<file path="config.mk">
export PLATFORM = sky130hd
export DESIGN_NAME = collatz_stepper
export DESIGN_NICKNAME = d
export VERILOG_FILES = /design/src/rtl/collatz_stepper.sv
export SDC_FILE = /design/constraint.sdc
export NUM_CORES = 1
export LEC_CHECK = 0
export ABC_AREA = 1
export BUFFER_PORTS_ARGS = -buffer_cell sky130_fd_sc_hd__buf_2
export CORE_MARGIN = 8
export CORE_UTILIZATION = 41
export CTS_CLUSTER_DIAMETER = 120
export DETAILED_ROUTE_END_ITERATION = 8
export PLACE_DENSITY_LB_ADDON = 0.05
export SLEW_MARGIN = 20
export SYNTH_ARGS = -nofsm -noshare
export SYNTH_HDL_FRONTEND = slang
export SYNTH_SLANG_ARGS = --single-unit
export TNS_END_PERCENT = 20
</file>
<file path="constraint.sdc">
create_clock -name clk -period 7.9 [get_ports clk]
set_input_delay 0.395 -clock clk [delete_from_list [all_inputs] [get_ports clk]]
set_output_delay 0.395 -clock clk [all_outputs]
set_load 0.02 [all_outputs]
</file>
<file path="src/rtl/collatz_stepper.sv">
// rtl/collatz_stepper.sv - Collatz iteration engine that drives an external watchdog step counter.
// Optional peak tracking is enabled by defining COLLATZ_PEAK_EN.
module collatz_stepper #(
  parameter int W  = 16,
  parameter int SW = 8
) (
  input  logic          clk,
  input  logic          rst_n,
  input  logic          start,
  input  logic [W-1:0]  seed,
  output logic          busy,
  output logic          done,
  output logic [1:0]    status,
  output logic [W-1:0]  result,
  output logic [SW-1:0] steps,
  output logic [W-1:0]  peak,
  output logic          wd_clear,
  output logic          wd_run,
  input  logic          wd_cout,
  input  logic [SW-1:0] wd_value
);

  typedef enum logic [2:0] {
    S_IDLE,
    S_CLEAR,
    S_CHECK,
    S_PULSE,
    S_FIN
  } state_t;

  localparam logic [1:0] ST_ONE     = 2'b00;
  localparam logic [1:0] ST_TIMEOUT = 2'b01;
  localparam logic [1:0] ST_OVFL    = 2'b10;
  localparam logic [1:0] ST_ZERO    = 2'b11;

  state_t        state_q;
  logic [W-1:0]  n_q;
  logic          zero_q;
  logic          busy_q;
  logic          done_q;
  logic [1:0]    status_q;
  logic [W-1:0]  result_q;
  logic [SW-1:0] steps_q;
  logic          wd_clear_q;
  logic          wd_run_q;

  // Next value is formed two bits wider so that 3n+1 overflow is visible.
  logic [W+1:0] n_d;
  logic         ovfl_d;

  always_comb begin
    n_d = '0;
    if (n_q[0]) begin
      n_d = ({2'b00, n_q} << 1) + {2'b00, n_q} + (W+2)'(1);
    end else begin
      n_d = {2'b00, n_q} >> 1;
    end
    ovfl_d = |n_d[W+1:W];
  end

`ifdef COLLATZ_PEAK_EN
  logic [W-1:0] peak_q;
  assign peak = peak_q;
`else
  assign peak = '0;
`endif

  always_ff @(posedge clk or negedge rst_n) begin
    if (!rst_n) begin
      state_q    <= S_IDLE;
      n_q        <= '0;
      zero_q     <= 1'b0;
      busy_q     <= 1'b0;
      done_q     <= 1'b0;
      status_q   <= '0;
      result_q   <= '0;
      steps_q    <= '0;
      wd_clear_q <= 1'b1;
      wd_run_q   <= 1'b0;
`ifdef COLLATZ_PEAK_EN
      peak_q     <= '0;
`endif
    end else begin
      done_q <= 1'b0;
      case (state_q)
        S_IDLE: begin
          wd_clear_q <= 1'b0;
          wd_run_q   <= 1'b0;
          if (start) begin
            n_q    <= seed;
            busy_q <= 1'b1;
`ifdef COLLATZ_PEAK_EN
            peak_q <= seed;
`endif
            if (seed != '0) begin
              wd_clear_q <= 1'b1;
              state_q    <= S_CLEAR;
            end else begin
              zero_q  <= 1'b1;
              state_q <= S_FIN;
            end
          end
        end

        S_CLEAR: begin
          wd_clear_q <= 1'b0;
          state_q    <= S_CHECK;
        end

        // Terminal outcomes complete here so done rises on the deciding edge.
        S_CHECK: begin
          if (n_q == W'(1) || wd_cout || ovfl_d) begin
            done_q   <= 1'b1;
            busy_q   <= 1'b0;
            result_q <= n_q;
            steps_q  <= wd_value;
            state_q  <= S_FIN;
            if (n_q == W'(1)) begin
              status_q <= ST_ONE;
            end else if (wd_cout) begin
              status_q <= ST_TIMEOUT;
            end else begin
              status_q <= ST_OVFL;
            end
          end else begin
            n_q      <= n_d[W-1:0];
            wd_run_q <= 1'b1;
            state_q  <= S_PULSE;
`ifdef COLLATZ_PEAK_EN
            if (n_d[W-1:0] > peak_q) begin
              peak_q <= n_d[W-1:0];
            end
`endif
          end
        end

        S_PULSE: begin
          wd_run_q <= 1'b0;
          state_q  <= S_CHECK;
        end

        // A zero seed completes on its first FIN cycle; otherwise FIN only retires done.
        S_FIN: begin
          if (zero_q) begin
            zero_q   <= 1'b0;
            done_q   <= 1'b1;
            busy_q   <= 1'b0;
            status_q <= ST_ZERO;
            result_q <= n_q;
            steps_q  <= '0;
          end else begin
            state_q <= S_IDLE;
          end
        end

        default: begin
          state_q <= S_IDLE;
        end
      endcase
    end
  end

  assign busy     = busy_q;
  assign done     = done_q;
  assign status   = status_q;
  assign result   = result_q;
  assign steps    = steps_q;
  assign wd_clear = wd_clear_q;
  assign wd_run   = wd_run_q;

endmodule

</file>
==> results of run 1 <==
[logic make-up after synthesis]
logic type,share of synthesized area (%)
simple gates,31.30
buf+inv,12.38
compound gates,10.70
flops,34.43
fa+ha+maj,9.150
xor+xnor,1.926
other cells,0.1031
[flip-flops by register name, indices dropped and copies added (netlist names), named ones only]
signal and cells:
steps 8, state_q 3, done 1, result 16, wd_clear 1, zero_q 1, n_q 15, wd_run 1
status 2, busy 1
[cell usage after synthesis (2+ instances only)]
master	n
nand2_2	4
o22ai_1	2
buf_4	21
clkbuf_1	6
xnor2_1	2
inv_1	59
buf_2	3
o21ai_1	12
dfrtp_1	49
nor3_1	3
nand4_1	4
o21ai_0	13
nand3_2	5
nand2_1	170
o211ai_1	2
nand3_1	42
o21bai_1	4
nor4_1	3
inv_2	3
xor2_1	6
buf_6	2
o31ai_1	2
nor2_1	19
a21oi_1	31
ha_1	25
a22oi_1	2
or2_2	2
[worst paths after layout]
| check | start | to | slack [ps] | depth (start not counted) |
|---|---|---|---|---|
| worst max-delay path | n_q[0] | n_q[6] | 4270 | 14 |
| worst min-delay path | rst_n | result[10] | 110 | 1 |
| worst max register to register | n_q[0] | n_q[6] | 4270 | 14 |
| worst min register to register | busy | busy | 470 | 2 |
| max in group asynchronous | rst_n | busy | 7370 | 1 |
| min in group clk | wd_value[0] | steps[0] | 320 | 3 |
[routing by layer]
metal	routed length [um]	part of all wire [%]	track usage, %	vias up
met1	4579	49	22.62	1468
met4	74	0.78	3.901	0
met3	619	6.6	2.209	5
met5	0	0	0	-
li1	-	-	-	1692
met2	4163	44	25.17	84
[stage by stage]
stage	hold WS [ps]	cell area (um^2)	worst slack [ps]	power (uW)	std cells
3_3_place_gp	454.8	3904	4489	1652	657
6_report	109.6	3998	4267	1796	665
5_1_grt	156.7	3998	3913	2002	665
2_1_floorplan	99.41	3694	5430	1366	523
4_1_cts	132.4	3998	4297	1813	665
3_5_place_dp	455.2	3906	4315	1657	657
[report_power, final]
part           internal [uW]  switching (uW)
clock network           70.7            79.3
registers                375             123
logic                    394             755
[layout make-up]
type                    count  area (um^2)  area share (%)
inverters                  62        232.7           5.822
flip-flops and latches     50         1252           31.33
repair buffers             58        295.3           7.387
multi-input cells         379         1991           49.80
well taps                 108        135.1           3.380
clock inverters             1        5.005          0.1252
clock buffers               7        86.33           2.160
==> flow_summary.ini, run 1 <==
[setup_path]
crit_fanout = 30
worstPathRequired_ps = 8060
cpPeakStageDelay_ps = 850
slowest_stage = dfrtp_1
crit_family = simple AND/OR/NAND/NOR gates
cp-start-kind = flip-flop
critPathBufInv = 2
cpMostUsedCell = nand2_1
endpoint_kind = flip-flop
crit_type = reg -> reg
cp.arrival_ps = 3790
worstPathCellList = inv_1, ha_1, inv_1, nand2_1, nor2_1, nand3_1, nand3_2, nand2_1, nand2_1, nand2_2, nand4_4, nand2_1, nand2_1, o21ai_1

[clocking]
cts_root_buffer = clkbuf_8
post_cts_buffers = 0
cts_tree = done
htreeDepth = 2
postCtsHoldBufs = 0
clockBufferDepth = 2
path_clk_slew_ps = 90
cts_resized = 0
clk_latency_ps = 300
cts_buffers = 5
clkSinkCount = 50

[synthesis]
ys_types = 39
ys_ff_latch = 50
yosys-top-cells-area = dfrtp_1 34%, nand2_1 18%, ha_1 8.6%
syn_avg_cell_area_um2 = 7.160
synth_top_area_cell = dfrtp_1
synth-seq-area-share_pct = 34.43
synth_edf_count = 0
synth_top_cell_area_share_pct = 33.71
yosys_warnings = 0
yosys_most_used_dff = dfrtp_1
async_flop_share_pct = 100.0
synthesis.area_mm2 = 0.003637
syn_inst = 508

[placed_design]
gp_congestion = 0.8760
port-buffer-count = 57
hpwl_um = 7522

[timing]
slew_viol_final = 0
rsz0062_at_grt = no
setup_tns_ps = 0
finalCriticalPeriod_ps = 3633
clock_skew_ps = 8.297
setup_viol_count_final = 0
final.period_utilization_pct = 45.99
finalHoldViolations = 0
worst-slew-pin-transition_ps = 928.0
timing.fmax_mhz = 275.3
relSlewSlack_pct = 37.98

[power_and_ir_drop]
vdd_drop_max_mv = 0.1816
powerDensity_mw_per_mm2 = 449.3
p_leak_uw = 0.002287

[final_layout]
final_common_cell = nand2_1
nNetsFinal = 610
fill_cells = 919
num_antenna_cells = 0
final_cell_mix = 170 x nand2_1, 59 x inv_1, 56 x buf_2
layout-drive-gt1-share_pct = 15.08
area_growth_pct = 9.907
final_core_util_pct = 46.06

[run]
drv_cap = 0

[drt]
first_iter_violations = 188
drt_wl_total_um = 9437
first_pass_iters = 5
avgRoutedWirePerCell_um = 14.19
ant_nets = 0
vias = 3249
drcViolationCount = 0
viasPerCell = 4.886

[die]
initial_core_util_pct = 41.91
rows = 34
die_h_um = 110.2
core_mm2 = 0.008678
ioPinCount = 74
dieArea_mm2 = 0.01214
die_w_um = 110.2

[grt]
overflow = 0
grt_pass1_vias = 3173
grt_max_degree = 51
grt_util_all_layers_pct = 15.99
grt_pass1_wl_um = 15450
antenna_found_initial = 0

[outcome]
outcome = complete, no violations

[hold_path]
hold_class = in -> async
No activity file was read; power rests on OpenSTA's default activity.
==> inputs of run 2 (changes only) <==
- clock period: 7.9 -> 3.15 ns (I/O delays scaled with it)
==> flow_summary.ini, run 2 (synthesized netlist as in run 1, its figures left out) <==
[clocking]
cts_tree = done
path_clk_slew_ps = 100
htreeDepth = 2
clkSinkCount = 50
post_cts_buffers = 0
clockBufferDepth = 2
clk_latency_ps = 300
cts_root_buffer = clkbuf_8
cts_buffers = 5

[drt]
first_iter_violations = 162
vias = 3277
ant_nets = 0
viasPerCell = 4.884
drt_wl_total_um = 9919
first_pass_iters = 5
avgRoutedWirePerCell_um = 14.78
drcViolationCount = 0

[timing]
relSlewSlack_pct = 48.05
clock_skew_ps = 12.73
slew_viol_final = 0
rsz0062_at_grt = no
finalHoldViolations = 0
setup_tns_ps = 0
timing.fmax_mhz = 377.6
final.period_utilization_pct = 84.07
worst-slew-pin-transition_ps = 779.2
finalCriticalPeriod_ps = 2648
setup_viol_count_final = 0

[grt]
overflow = 0
grt_util_all_layers_pct = 16.43
grt_pass1_vias = 3137
grt_pass1_wl_um = 15950
grt_max_degree = 34
antenna_found_initial = 0

[die]
die_w_um = 110.2
ioPinCount = 74
initial_core_util_pct = 41.91
rows = 34
dieArea_mm2 = 0.01214
die_h_um = 110.2
core_mm2 = 0.008678

[setup_path]
cp-start-kind = flip-flop
crit_fanout = 28
worstPathCellList = inv_1, ha_1, nand2_1, inv_1, nand2_1, nand2_1, nand2_1, nand3_2, nand2_1, nand2_1, nand2_2, nand3_2, nand2_4, nand2_8, nand2_1, nand2_1
crit_type = reg -> reg
cp.arrival_ps = 2840
endpoint_kind = flip-flop
cpMostUsedCell = nand2_1
rrSetupSlack_ps = 500
slowest_stage = dfrtp_1
cpPeakStageDelay_ps = 460
worstPathRequired_ps = 3340

[power_and_ir_drop]
powerDensity_mw_per_mm2 = 1140
vdd_drop_max_mv = 0.3405
power.total_uw = 4626
p_leak_uw = 0.002320

[final_layout]
postLayoutCellArea_mm2 = 0.004058
largest_reg_flops = 16
final_common_cell = nand2_1
area_growth_pct = 11.56
nNetsFinal = 616
final_cell_mix = 170 x nand2_1, 59 x inv_1, 57 x buf_2
finalNonFillerCells = 671
layout-drive-gt1-share_pct = 15.63
num_antenna_cells = 0

[placed_design]
gp_congestion = 0.9073
placed_area_mm2 = 0.003941
placedCellCount = 662
hpwl_um = 7749
port-buffer-count = 57

[hold_path]
hold_class = in -> reg

[run]
drv_cap = 0

[outcome]
outcome = complete, no violations
==> run 2: final timing paths <==
check | start | endpoint | cells after the start
worst max-delay path | n_q[2] | result[14] | 16
worst min-delay path | wd_value[1] | steps[1] | 3
worst max register to register | n_q[2] | result[14] | 16
worst min register to register | busy | busy | 2
max in group asynchronous | rst_n | wd_clear | 3
min in group asynchronous | rst_n | done | 2
==> run 2: power breakdown <==
group	internal (uW)	leakage (uW)	switching, uW
Sequential	940	0.000631	293
Combinational	1020	0.00164	1930
Clock	238	0.0000524	209
==> run 2: critical path: cells and delay by family (launching register included) <==
family        cells  cell delay [ps]
simple gates     13             1530
flops             1              460
buf+inv           2              190
fa+ha+maj         1              380
==> run 2: through the flow <==
stage | setup WS (ps) | hold slack, ps | util (%)
final | 501.7 | 74.27 | 46.76
after global routing | 241.4 | 74.87 | 46.76
after CTS | 491.4 | 73.55 | 46.76
after detailed placement | 507.2 | 280.8 | 45.42
after global placement | 482.4 | 274.8 | 45.42
after floorplan | 679.9 | -138.1 | -
==> run 2: cell type report <==
cell class	instances	area (um^2)
Clock buffer	7	76.32
Clock inverter	1	30.03
Fill cell	925	4621
Inverter	62	232.7
Multi-Input combinational cell	379	1991
Sequential cell	50	1252
Tap cell	108	135.1
Timing Repair Buffer	64	340.3
==> run 2: layer usage <==
metal  wire [um]  vias up  track usage, %
met4         108        0           3.996
met5           0        -               0
met3         557        6           1.512
met1        5052     1481           24.23
met2        4201       93           25.21
li1            -     1697               -
==> run 2: repair_timing <==
action,CTS,global route
hold buffers,1,0
endpoints found under the hold margin,32,0
gates resized for setup,0,0
